--- src/rtl/packed_add_arbiter_if.sv ---
// Bus bundle between requesters, the packed-add arbiter and its compute unit.
//   req_valid/req_ready : per-requester handshake (ready is a one-hot grant)
//   req_in1/req_in2     : packed 24-bit operands, requester i at [i*24 +: 24]
//   cu_input1/2, cu_out : operands to and 27-bit lane result from the compute unit
//   rsp_valid/rsp_data  : one-hot response id and the result it refers to
//   drain/drained/busy  : quiesce request and status
// slave  : arbiter side
// master : requester/compute-unit side
interface packed_add_arbiter_if #(
  parameter int unsigned NUM_REQ = 4
);
  logic [NUM_REQ-1:0]    req_valid;
  logic [NUM_REQ-1:0]    req_ready;
  logic [NUM_REQ*24-1:0] req_in1;
  logic [NUM_REQ*24-1:0] req_in2;
  logic [23:0]           cu_input1;
  logic [23:0]           cu_input2;
  logic [26:0]           cu_out;
  logic [NUM_REQ-1:0]    rsp_valid;
  logic [26:0]           rsp_data;
  logic                  drain;
  logic                  drained;
  logic                  busy;

  modport slave (
    input  req_valid, req_in1, req_in2, cu_out, drain,
    output req_ready, cu_input1, cu_input2, rsp_valid, rsp_data, drained, busy
  );

  modport master (
    output req_valid, req_in1, req_in2, cu_out, drain,
    input  req_ready, cu_input1, cu_input2, rsp_valid, rsp_data, drained, busy
  );
endinterface

--- src/rtl/packed_add_arbiter.sv ---
// Round-robin arbiter sharing one fixed-latency packed-add compute unit among
// NUM_REQ requesters. At most one operation issues per cycle; the requester id
// travels alongside the operation in a CU_LATENCY-deep tag pipeline so the
// result on cu_out can be returned as a one-hot response. A drain handshake
// stops issuing and reports when the pipeline is empty.
// Ports:
//   clk   : clock
//   reset : synchronous, active-high reset (shared with the compute unit)
//   bus   : packed_add_arbiter_if.slave (handshake, operands, results, drain)
module packed_add_arbiter #(
  parameter int unsigned NUM_REQ    = 4,
  parameter int unsigned REQ_ID_W   = 2,
  parameter int unsigned CU_LATENCY = 2
) (
  input logic                 clk,
  input logic                 reset,
  packed_add_arbiter_if.slave bus
);

  localparam logic [NUM_REQ-1:0] OneHot0 = NUM_REQ'(1);

  typedef enum logic [1:0] {StRun, StDrain, StDrained} state_e;

  state_e                state_q, state_d;
  logic [REQ_ID_W-1:0]   ptr_q, ptr_d;
  logic [CU_LATENCY-1:0] tag_vld_q, tag_vld_d;
  logic [REQ_ID_W-1:0]   tag_id_q [CU_LATENCY];
  logic [REQ_ID_W-1:0]   tag_id_d [CU_LATENCY];

  logic                  grant_en;
  logic                  found;
  logic                  hs;
  logic [REQ_ID_W-1:0]   gnt_id;
  logic [REQ_ID_W-1:0]   scan_id;
  logic                  busy_next;

  // Round-robin search upward from the pointer; the grant is gated in the same
  // cycle drain rises and while reset is held.
  always_comb begin
    grant_en = !reset && (state_q == StRun) && !bus.drain;
    found    = 1'b0;
    gnt_id   = '0;
    scan_id  = '0;
    for (int unsigned k = 0; k < NUM_REQ; k++) begin
      scan_id = REQ_ID_W'((32'(ptr_q) + k) % NUM_REQ);
      if (!found && bus.req_valid[scan_id]) begin
        found  = 1'b1;
        gnt_id = scan_id;
      end
    end
    hs = found && grant_en;
  end

  always_comb begin
    bus.req_ready = hs ? (OneHot0 << gnt_id) : '0;
    bus.cu_input1 = hs ? bus.req_in1[gnt_id*24 +: 24] : '0;
    bus.cu_input2 = hs ? bus.req_in2[gnt_id*24 +: 24] : '0;
  end

  // Pointer and tag pipeline next state.
  always_comb begin
    ptr_d = ptr_q;
    if (hs) begin
      ptr_d = (gnt_id == REQ_ID_W'(NUM_REQ - 1)) ? '0 : gnt_id + REQ_ID_W'(1);
    end
    tag_vld_d    = '0;
    tag_vld_d[0] = hs;
    for (int unsigned j = 0; j < CU_LATENCY; j++) begin
      tag_id_d[j] = '0;
    end
    tag_id_d[0] = gnt_id;
    for (int unsigned j = 1; j < CU_LATENCY; j++) begin
      tag_vld_d[j] = tag_vld_q[j-1];
      tag_id_d[j]  = tag_id_q[j-1];
    end
    // Occupancy as it will be just after this edge.
    busy_next = |tag_vld_d;
  end

  // Drain FSM. Leaving DRAIN looks at post-edge occupancy so DRAINED is reached
  // in the first cycle with nothing in flight.
  always_comb begin
    state_d = state_q;
    unique case (state_q)
      StRun: begin
        if (bus.drain) state_d = StDrain;
      end
      StDrain: begin
        if (!bus.drain)     state_d = StRun;
        else if (!busy_next) state_d = StDrained;
      end
      StDrained: begin
        if (!bus.drain) state_d = StRun;
      end
      default: state_d = StRun;
    endcase
  end

  // Responses from tags issued before a reset are suppressed while it is held.
  always_comb begin
    bus.rsp_valid = (!reset && tag_vld_q[CU_LATENCY-1]) ?
                    (OneHot0 << tag_id_q[CU_LATENCY-1]) : '0;
    bus.rsp_data  = bus.cu_out;
    bus.busy      = !reset && (|tag_vld_q);
    bus.drained   = !reset && (state_q == StDrained);
  end

  always_ff @(posedge clk) begin
    if (reset) begin
      state_q   <= StRun;
      ptr_q     <= '0;
      tag_vld_q <= '0;
      for (int unsigned j = 0; j < CU_LATENCY; j++) begin
        tag_id_q[j] <= '0;
      end
    end else begin
      state_q   <= state_d;
      ptr_q     <= ptr_d;
      tag_vld_q <= tag_vld_d;
      for (int unsigned j = 0; j < CU_LATENCY; j++) begin
        tag_id_q[j] <= tag_id_d[j];
      end
    end
  end

endmodule

--- src/flat_wrapper.sv ---
// flat-port wrapper written by rule: the top's interface ports become plain ports
module packed_add_arbiter_flat 
#(
  parameter int unsigned NUM_REQ    = 4,
  parameter int unsigned REQ_ID_W   = 2,
  parameter int unsigned CU_LATENCY = 2
)
  (clk, reset, bus_req_valid, bus_req_in1, bus_req_in2, bus_cu_out, bus_drain, bus_req_ready, bus_cu_input1, bus_cu_input2, bus_rsp_valid, bus_rsp_data, bus_drained, bus_busy);
  packed_add_arbiter_if #(.NUM_REQ(NUM_REQ)) bus_i ();
  input logic clk;
  input logic reset;
  input wire logic [$bits(bus_i.req_valid)-1:0] bus_req_valid;
  input wire logic [$bits(bus_i.req_in1)-1:0] bus_req_in1;
  input wire logic [$bits(bus_i.req_in2)-1:0] bus_req_in2;
  input wire logic [$bits(bus_i.cu_out)-1:0] bus_cu_out;
  input wire logic [$bits(bus_i.drain)-1:0] bus_drain;
  output wire logic [$bits(bus_i.req_ready)-1:0] bus_req_ready;
  output wire logic [$bits(bus_i.cu_input1)-1:0] bus_cu_input1;
  output wire logic [$bits(bus_i.cu_input2)-1:0] bus_cu_input2;
  output wire logic [$bits(bus_i.rsp_valid)-1:0] bus_rsp_valid;
  output wire logic [$bits(bus_i.rsp_data)-1:0] bus_rsp_data;
  output wire logic [$bits(bus_i.drained)-1:0] bus_drained;
  output wire logic [$bits(bus_i.busy)-1:0] bus_busy;
  assign bus_i.req_valid = bus_req_valid;
  assign bus_i.req_in1 = bus_req_in1;
  assign bus_i.req_in2 = bus_req_in2;
  assign bus_i.cu_out = bus_cu_out;
  assign bus_i.drain = bus_drain;
  assign bus_req_ready = bus_i.req_ready;
  assign bus_cu_input1 = bus_i.cu_input1;
  assign bus_cu_input2 = bus_i.cu_input2;
  assign bus_rsp_valid = bus_i.rsp_valid;
  assign bus_rsp_data = bus_i.rsp_data;
  assign bus_drained = bus_i.drained;
  assign bus_busy = bus_i.busy;
  packed_add_arbiter #(.NUM_REQ(NUM_REQ), .REQ_ID_W(REQ_ID_W), .CU_LATENCY(CU_LATENCY)) u_core (.clk(clk), .reset(reset), .bus(bus_i));
endmodule
--- config.mk ---
export PLATFORM = sky130hd
export DESIGN_NAME = packed_add_arbiter_flat
export DESIGN_NICKNAME = d
export VERILOG_FILES = /design/src/rtl/packed_add_arbiter_if.sv /design/src/rtl/packed_add_arbiter.sv /design/src/flat_wrapper.sv
export SDC_FILE = /design/constraint.sdc
export NUM_CORES = 1
export LEC_CHECK = 0
export CORE_AREA = 2 2 119 121
export DETAILED_ROUTE_END_ITERATION = 8
export DIE_AREA = 0 0 121 123
export DONT_BUFFER_PORTS = 1
export PLACE_DENSITY = 0.3
export SLEW_MARGIN = 20
export SYNTH_ARGS = -nofsm -noshare
export SYNTH_HDL_FRONTEND = slang
export SYNTH_SLANG_ARGS = --single-unit
--- constraint.sdc ---
create_clock -name clk -period 2.05 [get_ports clk]
set_input_delay 0.205 -clock clk [delete_from_list [all_inputs] [get_ports clk]]
set_output_delay 0.205 -clock clk [all_outputs]
set_load 0.03 [all_outputs]
# Word-level counts from Yosys, hierarchy flattened
# Memories as Yosys holds them, arrays and structs flattened.
# Cells that the tools add are included.
# Widths: inputs -> output; s select.
# word_totals
reg_bits	6
ramBits	4
inputBits	226
out_inout_bits	85
memories	1
# mem_list
name	depth	width	read_ports	rd_ports_with_merged_regs	wr	line_no	rtl
u_core.tag_id_q	2	2	2	0	2	packed_add_arbiter.sv:27	logic [REQ_ID_W-1:0] tag_id_q [CU_LATENCY];
# classes
n_addsub	4
multipliers	1
order_cmp	4
n_eq_ne	6
n_shift	4
muxes	31
n_bitwise	2
n_reduce_logical	18
# ops
cell	n
$shiftx 96x8->24	2
$mux 24	2
$mux 2	11
$lt 2x3->1 const B	4
$mux 1	11
$logic_and 1x1->1	9
$bmux 1 s2	4
$mux 4	2
$shl 1x2->4 const A	2
$pmux 2 s3	1
$logic_not 1->1	5
$add 2x1->2 const B	2
$add 2x2->2 const B	2
$eq 2x2->1 const B	2
$mul 2x2->4 const B	1
$ne 2x2->1 const B	2
$reduce_or 2->1	2
$ne 3x3->1 const B	1
$reduce_and 3->1	1
$eq 2x1->1 const B	1
$logic_not 2->1	1
$or 1x1->1	2

# Longest topological paths before layout
# Gate-level depths: netlist (run 1).
# depth
ltp_word	17
depth_mapped	9

# Worst setup path before layout (run 1)
# Ideal clock, no wire load.
# synth_path
kind	register to output
from	register u_core.state_q[1]
to	output port bus_cu_input1[12]
arrival_ps	1804
t_required_ps	1845
path_slack_ps	41
stages_incl_launch_ff	8
n_path_buf	2
cell_sequence	dfxtp_1 -> nor3_1 -> o41ai_2 -> nor2_2 -> nand2_1 -> buf_4 -> buf_2 -> o22ai_1
# synth_via
elab_chain_cells	5
# synth_rtl
element	line_no	rtl
start: declaration	packed_add_arbiter.sv:24	state_e state_q, state_d;
start signal: assignment	packed_add_arbiter.sv:110	state_q <= StRun;
start signal: assignment	packed_add_arbiter.sv:117	state_q <= state_d;
$logic_not 2->1	packed_add_arbiter.sv:40	grant_en = !reset && (state_q == StRun) && !bus.drain;
$logic_and 1x1->1 (2 in a row)	packed_add_arbiter.sv:40	
$logic_and 1x1->1	packed_add_arbiter.sv:51	hs = found && grant_en;
$mux 24	packed_add_arbiter.sv:56	bus.cu_input1 = hs ? bus.req_in1[gnt_id*24 +: 24] : '0;
end: declaration	flat_wrapper.sv:18	output wire logic [$bits(bus_i.cu_input1)-1:0] bus_cu_input1;
# Every way passes these cells.

# Final worst setup path (run 1)
# layout_path
from	register u_core.ptr_q[0]
to	output port bus_req_ready[3]
# layout_via
elab_chain_cells	14
elab_cells_between_ends	28
classes_between	3 x add/sub; 1 x shift; 17 x mux; 7 x reduce/logical
# layout_rtl
element	line_no	rtl
start: declaration	packed_add_arbiter.sv:25	logic [REQ_ID_W-1:0] ptr_q, ptr_d;
start signal: assignment	packed_add_arbiter.sv:118	ptr_q <= ptr_d;
parallel branches: the longest is 13 deep, another holds $add 2x1->2	n/a	
$mux 4 (*)	packed_add_arbiter.sv:55	bus.req_ready = hs ? (OneHot0 << gnt_id) : '0;
end: declaration	flat_wrapper.sv:17	output wire logic [$bits(bus_i.req_ready)-1:0] bus_req_ready;
# Every way passes the cells marked *. The select of a mux whose other input is x is not followed.

==> metrics, run 1 <==
number of synthesized flops with an enable pin 0; DRC 0; Starting DRT DRC Count 70; top cell type's share of synthesized area 0.449; status finished with violations; crit-path cells nor2b_4 -> o32a_4 -> buf_4 -> buf_16 -> ha_1 -> and2_1 -> buf_12; total nets after synthesis 482; multiplexer area fraction after synthesis 0.449; Final setup viols 32; WL final 10.8 mm; Final ANT Viol Nets 0; Seq cells post-synth 10; final net count 520; Flop pwr share 0.121; largest area contributor in the netlist mux2i_1; Ys Warns 0; Slowest-stage cell, CP o32a_4; wire length of the first global-routing pass 12.5 mm; Area Growth Syn to Fin 55.9%; GRT overflow 0; logic gate share of total power 0.670; Reg2Reg Launch Point u_core.ptr_q[0]; vias in the first global route a little under 2000; Reg2Reg Setup Slack roughly 0.30 ns; Max Cap Viol 0; peak supply drop 0.211 mV; Clk pwr share 0.209; CTS tree yes; hold path depth 1; Setup Skew 0.00230 ns; synthesized cell area 2160 µm²; vias 2220; Final Critical Period between 2 and 2.5 ns; Via density 4.73; Clock Latency Late Sink 0.24 ns; row cnt 43; Achievable Freq between 400 and 500 MHz; Pleak approximately 1.3 nW; family with the most delay on the worst path buffers and inverters; Buf+Inv Stages, Crit Path 3; Die Wd 121 µm; Layout Utilization 0.247; final hold slack between 0.03 and 0.04 ns; Stages on worst setup path 7; RSZ-0062 raised after global routing yes; Diodes inserted 0; final worst setup slack -0.0632 ns; synth cell count leaders 97 x mux2i_1, 49 x o22ai_1, 34 x buf_4, 10 x dfxtp_1; global-route usage over all layers 0.112; switching portion of total power 0.391; pre-CTS WS -0.00548 ns; WP data arrival about 1.9 ns; CTS Hold Bufs 0; Seq/Total Area, Yosys 0.0926; max incr delay on CP 0.43 ns; die area 14900 µm²; post-synthesis compound-gate area fraction 0.166; DRT Pass-1 Iters 4; Worst-path clk slew 0.04 ns; clock root buffer clkbuf_16; hold crit path type in -> reg; GPL Wtd Cong 0.790; simple-gate share of the synthesized area 0.0984; TritonCTS Buffers 3; Post-Synth Adder-Cell Area 0.0232; R2R depth 7; Critical Path Fanout Max 11; clk sinks 10; Final Hold Fails 0; CTS max path bufs 2; PD cells 544 nW/µm²; Psw 716 µW; Area contributors post-synth mux2i_1 45%, o22ai_1 14%, buf_4 12%, dfxtp_1 9.3%, buf_6 2.6%; htree depth 1; Unique masters post-synth 28; Worst EP required between 1.5 and 2 ns; fraction of registers with async set/reset 0; num ports 311; Crit. End Element primary output; Setup Crit Path Kind reg -> out; wire length per cell 23.1 µm; initial antenna violation count 0; Main synth FF type dfxtp_1; Buffers on Ports 0; Worst-Margin Slew 0.585 ns; Synth Area in XOR/XNOR 0; crit path from u_core.ptr_q[0]; pin count of the biggest net entering global routing 28; hpwl dp approximately 7.4 mm; violations in the final reports setup timing; die height 123 µm; Final period util 1.03; FILL cells 1463; CORE AREA 13600 µm²; share of layout cells above drive strength 1 0.450; most common cell in the netlist mux2i_1; Post-Synthesis Cells 252; number of max-slew violations in the final report 0; Critical Path Start Type flop; average cell area after synthesis 8.57 µm²; min-delay src reset; P_int 1.12 mW; Worst slew margin 0.609; main combinational cell family by area after synthesis multiplexers; Initial Utilization 0.159
area by class of cell:
class / count / area, µm² / share of cell area
tap: 180 / 225 / 0.0669
clock buffer: 4 / 88.8 / 0.0264
multi-input combinational: 191 / 1850 / 0.548
sequential: 10 / 209 / 0.0620
timing repair buffer: 82 / 991 / 0.294
inverter: 2 / 7.51 / 0.00223
layer usage:
metal / global-route usage / part of all wire / up-vias / wire, µm
met2: 0.192 / 0.52 / 148 / 5620
met4: 0.0160 / 0.0035 / 0 / 38
met3: 0.0198 / 0.075 / 4 / 813
li1: - / - / 1010 / -
met1: 0.149 / 0.40 / 1058 / 4350
met5: 0 / 0 / - / 0
logic make-up (layout without fill, tap and decap cells):
| family | count (synthesis) | count (layout) |
|---|---|---|
| AO/OA/AOI/OAI | 55 | 55 |
| adder cells (fa/ha/maj) | 4 | 4 |
| buffers and inverters | 51 | 88 |
| flip-flops | 10 | 10 |
| multiplexers | 97 | 97 |
| AND/OR/NAND/NOR | 35 | 35 |
registers in the layout, summed over array words and instances, names as in the netlist:
name and flops:
u_core.tag_id_q 4, u_core.ptr_q 2, u_core.state_q 2, u_core.tag_vld_q 2
cell usage in the layout, fill, tap and decap left out, drive strengths merged:
master   n
nor2b    8
nor4bb   2
nor3b    1
a21oi    1
inv      2
dfxtp   10
o22ai   49
nor3     3
o32a     1
o31a     1
o21ai    1
clkbuf  11
ha       4
nor2    10
nand2    1
and4b    1
nor4b    1
a21boi   1
mux2i   97
and2     4
buf     75
nand2b   4
o41ai    1
worst paths after layout:
check,end
worst max-delay path,bus_req_ready[3]
worst min-delay path,u_core.ptr_q[0]
worst max register to register,u_core.ptr_q[1]
worst min register to register,u_core.tag_id_q[0][3]
worst reg2reg max path: stages, from the launching register on:
cell and delay [ns]:
dfxtp_4 0.36, nor2b_4 0.05, o32a_4 0.43, buf_4 0.19, buf_16 0.15, ha_1 0.29, mux2i_1 0.12, nor2_1 0.05
power by group through the flow:
stage	Combinational, mW	Sequential (mW)	Clock, mW
2_1_floorplan	0.790	0.220	0
3_3_place_gp	0.887	0.223	0
3_5_place_dp	0.890	0.223	0
4_1_cts	1.04	0.222	0.389
5_1_grt	1.30	0.225	0.399
6_report	1.23	0.222	0.383
metrics by stage:
stage	instances	total power, mW	instance area, µm²	TNS, ns
floorplan	252	1.01	2160	0
global placement	444	1.11	2590	0
detailed placement	444	1.11	2590	-0.00548
CTS	456	1.65	2920	-1.23
global route	469	1.92	3370	-4.22
finish	469	1.83	3370	-0.776
repair_timing:
item | CTS | global route
pin swaps | 3 | 17
setup endpoints to repair | 49 | 52
resized for setup | 21 | 51
cloned | 4 | 9
setup buffers | 4 | 6
No activity file was read; power rests on OpenSTA's default activity.
==> run 2, diff against run 1 <==
--- a/config.mk
+++ b/config.mk
@@ -10,6 +10,7 @@
 export DIE_AREA = 0 0 121 123
 export DONT_BUFFER_PORTS = 1
 export PLACE_DENSITY = 0.3
+export SKIP_CTS_REPAIR_TIMING = 1
 export SLEW_MARGIN = 20
 export SYNTH_ARGS = -nofsm -noshare
 export SYNTH_HDL_FRONTEND = slang
==> metrics, run 2 (synthesis gave the netlist of run 1 again) <==
status finished with violations; violations in the final reports setup timing; wire length of the first global-routing pass 11.4 mm; Placed Cells 444; Critical Path Fanout Max 7; hpwl dp between 7 and 8 mm; Diodes inserted 0; DRC 0; Post-Place Cell Area 2590 µm²; initial antenna violation count 0; row cnt 43; Buffers on Ports 0; number of max-slew violations in the final report 0; CTS max path bufs 2; Final setup viols 40; CTS tree yes; Crit. End Element primary output; Design Area, Final 3060 µm²; Final ANT Viol Nets 0; Max Cap Viol 0; GRT overflow 0; GPL Wtd Cong 0.790; Worst slew margin 0.608; final worst setup slack -0.0825 ns; PnR Total Power 1.70 mW; CORE AREA 13600 µm²; global-route usage over all layers 0.101; Initial Utilization 0.159; vias 2151; hold crit path type in -> reg; R2R depth 6; wire length per cell 22.0 µm; Clock Latency Late Sink between 0.2 and 0.25 ns; Setup Skew 0.00257 ns; htree depth 1; Setup Crit Path Kind reg -> out; clock root buffer clkbuf_16; die height 123 µm; Critical Path Start Type flop; hold path depth 1; final net count 509; max reg flops 4; WL final 10.1 mm; TritonCTS Buffers 3; PD cells 556 nW/µm²; most frequent cells in the layout 88 x mux2i_1, 52 x buf_4, 43 x o22ai_1; pin count of the biggest net entering global routing 55; Final period util 1.04; Final Non-Filler Cells 458; peak supply drop 0.212 mV; Final Hold Fails 0; Via density 4.70; Top reg by flops u_core.tag_id_q; num ports ~310; Worst EP required between 1.5 and 2 ns; share of layout cells above drive strength 1 0.385; Achievable Freq approximately 470 MHz; Worst-path clk slew 0.04 ns; final setup TNS -1.33 ns; vias in the first global route around 1800; Die Wd roughly 120 µm; commonest non-fill, non-tap cell in the layout mux2i_1; clk sinks 10; Area Growth Syn to Fin 41.7%; Pleak about 1.2 nW; DRT Pass-1 Iters 4; Worst-Margin Slew 0.585 ns; die area between 10000 and 15000 µm²; Final Critical Period 2.13 ns; WP data arrival 1.93 ns; RSZ-0062 raised after global routing yes; Starting DRT DRC Count 94
## run 2: cell count changes in the layout (fill, tap and decap cells not counted), sizes merged
| cell | before | now |
|---|---|---|
| buf | 75 | 68 |
| clkbuf | 11 | 7 |
## run 2: final cells by class
type | count | area, µm²
inverters | 2 | 7.51
clock buffers | 4 | 88.8
repair buffers | 71 | 758
fillers | 1486 | 10600
well taps | 180 | 225
flip-flops and latches | 10 | 208
multi-input cells | 191 | 1770
## run 2: where the power goes
group / internal (mW) / total (mW) / leakage (nW) / switching, mW
clock network: 0.293 / 0.381 / 0.0442 / 0.0879
registers: 0.211 / 0.223 / 0.0835 / 0.0125
logic: 0.530 / 1.10 / 1.10 / 0.570
total: 1.03 / 1.70 / 1.23 / 0.670
## run 2: routing by layer
layer	up-vias	track usage	share of wire
li1	987	-	-
met1	1014	0.134	0.39
met2	148	0.172	0.53
met3	2	0.0208	0.078
met4	0	0.0160	0.0027
met5	-	0	0
## run 2: final timing paths
check                                      startpoint                     to  slack, ns
worst max-delay path                  u_core.ptr_q[0]      bus_cu_input2[13]      -0.08
worst min-delay path                            reset        u_core.ptr_q[0]       0.03
worst max register to register        u_core.ptr_q[0]        u_core.ptr_q[1]       0.38
worst min register to register  u_core.tag_id_q[0][1]  u_core.tag_id_q[0][3]       0.43
## run 2: per-stage QoR
step	hold WS, ns	util	setup WS [ns]
finish	0.0302	0.225	-0.0825
detailed placement	0.281	0.190	-0.00548
global placement	0.280	0.190	0.0380
global route	0.0221	0.225	-0.144
floorplan	0.315	-	0.0411
CTS	0.0329	0.197	-0.213
## run 2: critical path, cell delays in order (launching register included)
cell and delay (ns):
dfxtp_4 0.36, nor2b_4 0.05, o32a_4 0.46, buf_12 0.17
clkbuf_16 0.16, mux2i_1 0.12, o22ai_1 0.18, buf_4 0.19
==> run 3, diff against run 2 <==
--- a/config.mk
+++ b/config.mk
@@ -9,6 +9,7 @@
 export DETAILED_ROUTE_END_ITERATION = 8
 export DIE_AREA = 0 0 121 123
 export DONT_BUFFER_PORTS = 1
+export GPL_TIMING_DRIVEN = 0
 export PLACE_DENSITY = 0.3
 export SKIP_CTS_REPAIR_TIMING = 1
 export SLEW_MARGIN = 20
==> metrics, run 3 (synthesis gave the netlist of run 1 again) <==
commonest non-fill, non-tap cell in the layout mux2i_1; Achievable Freq 474 MHz; max reg flops 4; final net count 501; Clock Latency Late Sink 0.23 ns; crit-path cells nor3_2 -> o22ai_4 -> nand2b_4 -> buf_12 -> buf_12 -> o22ai_4; Buffers on Ports 0; FILL cells 1407; peak supply drop 0.256 mV; Psw 914 µW; initial antenna violation count 0; row cnt 43; Starting DRT DRC Count 46; CORE AREA 13600 µm²; Diodes inserted 0; die height between 100 and 150 µm; Clk pwr share 0.184; Die Wd approximately 120 µm; Via density 4.82; clock root buffer clkbuf_16; Setup Skew about 0.00024 ns; Crit. End Element primary output; htree depth 1; number of max-slew violations in the final report 0; wire length of the first global-routing pass 12.3 mm; Final Hold Fails 0; pre-CTS WS -0.533 ns; GPL Wtd Cong 0.736; Setup Crit Path Kind reg -> out; Flop pwr share 0.110; global-route usage over all layers 0.112; area occupied by multi-input gates 2480 µm²; Slowest-stage cell, CP dfxtp_4; vias 2169; violations in the final reports setup timing; Worst EP required 1.85 ns; clk sinks 10; vias in the first global route 1939; CTS tree yes; Post-Place Cell Area ~2400 µm²; die area 14900 µm²; pin count of the biggest net entering global routing 12; PD cells 544 nW/µm²; Design Area, Final 3750 µm²; hold crit path type in -> reg; Critical Path Start Type flop; Top reg by flops u_core.tag_id_q; final worst setup slack -0.0601 ns; RSZ-0062 raised after global routing yes; num ports about 310; Critical Path Fanout Max 7; Final period util 1.03; wire length per cell ~24 µm; WP data arrival 1.91 ns; Reg2Reg Setup Slack between 0.2 and 0.3 ns; Final setup viols 43; logic gate share of total power 0.705; Area Growth Syn to Fin 73.4%; Max Cap Viol 0; status finished with violations; Pleak 1.23 nW; Final ANT Viol Nets 0; CTS max path bufs 2; hpwl dp 8.46 mm; DRC 0; WL final 11.0 mm; share of layout cells above drive strength 1 0.626; switching portion of total power 0.448; Worst-path clk slew 0.04 ns; max incr delay on CP 0.35 ns; GRT overflow 0; Final Critical Period between 2 and 2.5 ns; TritonCTS Buffers 3; Worst slew margin 0.448; Worst-Margin Slew between 0.8 and 0.9 ns; most frequent cells in the layout 65 x mux2i_1, 47 x o22ai_4, 40 x buf_4; register area 209 µm²; DRT Pass-1 Iters 4; Initial Utilization 0.159; P_int 1.12 mW
run 3: layout make-up:
| type | instances | area share |
|---|---|---|
| Multi-Input combinational cell | 191 | 0.661 |
| Buffer | 49 | 0.134 |
| Timing Repair Buffer | 14 | 0.0624 |
| Tap cell | 180 | 0.0601 |
| Sequential cell | 10 | 0.0558 |
| Clock buffer | 4 | 0.0237 |
| Inverter | 2 | 0.00334 |
run 3: critical path: cells and delay by family, from the launching register on:
family / cells / cell delay, ns
flip-flops: 1 / 0.35
buffers and inverters: 2 / 0.31
AND/OR/NAND/NOR: 2 / 0.50
AO/OA/AOI/OAI: 2 / 0.51
run 3: per-stage QoR:
stage / util / power [mW] / setup TNS, ns / hold WS [ns] / std cells
2_1_floorplan: - / 1.01 / 0 / 0.315 / 252
4_1_cts: 0.183 / 1.55 / -31.41 / 0.130 / 436
5_1_grt: 0.275 / 2.14 / -5.92 / 0.0643 / 450
6_report: 0.275 / 2.04 / -1.23 / 0.0670 / 450
3_5_place_dp: 0.177 / 1.16 / -17.81 / 0.365 / 432
3_3_place_gp: 0.175 / 1.15 / -17.56 / 0.367 / 432
run 3: path summary, 6_finish.rpt:
check	startpoint	to	cells after the start
setup / recovery	u_core.ptr_q[1]	bus_cu_input2[4]	6
hold / removal	reset	u_core.tag_vld_q[0]	1
setup reg to reg	u_core.ptr_q[0]	u_core.ptr_q[1]	8
hold reg to reg	u_core.tag_id_q[0][0]	u_core.tag_id_q[0][2]	1
run 3: layer usage:
metal  wire, µm  global-route usage  up-vias
met4         27              0.0109        0
met1       4130               0.143     1048
li1           -                   -      971
met5          0                   0        -
met3        732              0.0161        2
met2       6090               0.208      148
run 3: power by group through the flow:
stage                     logic, mW  clock network, mW  registers (mW)
final                          1.44              0.376           0.225
after detailed placement      0.937                  0           0.224
after global placement        0.931                  0           0.223
after CTS                     0.940              0.385           0.220
after floorplan               0.790                  0           0.220
after global routing           1.52              0.397           0.227
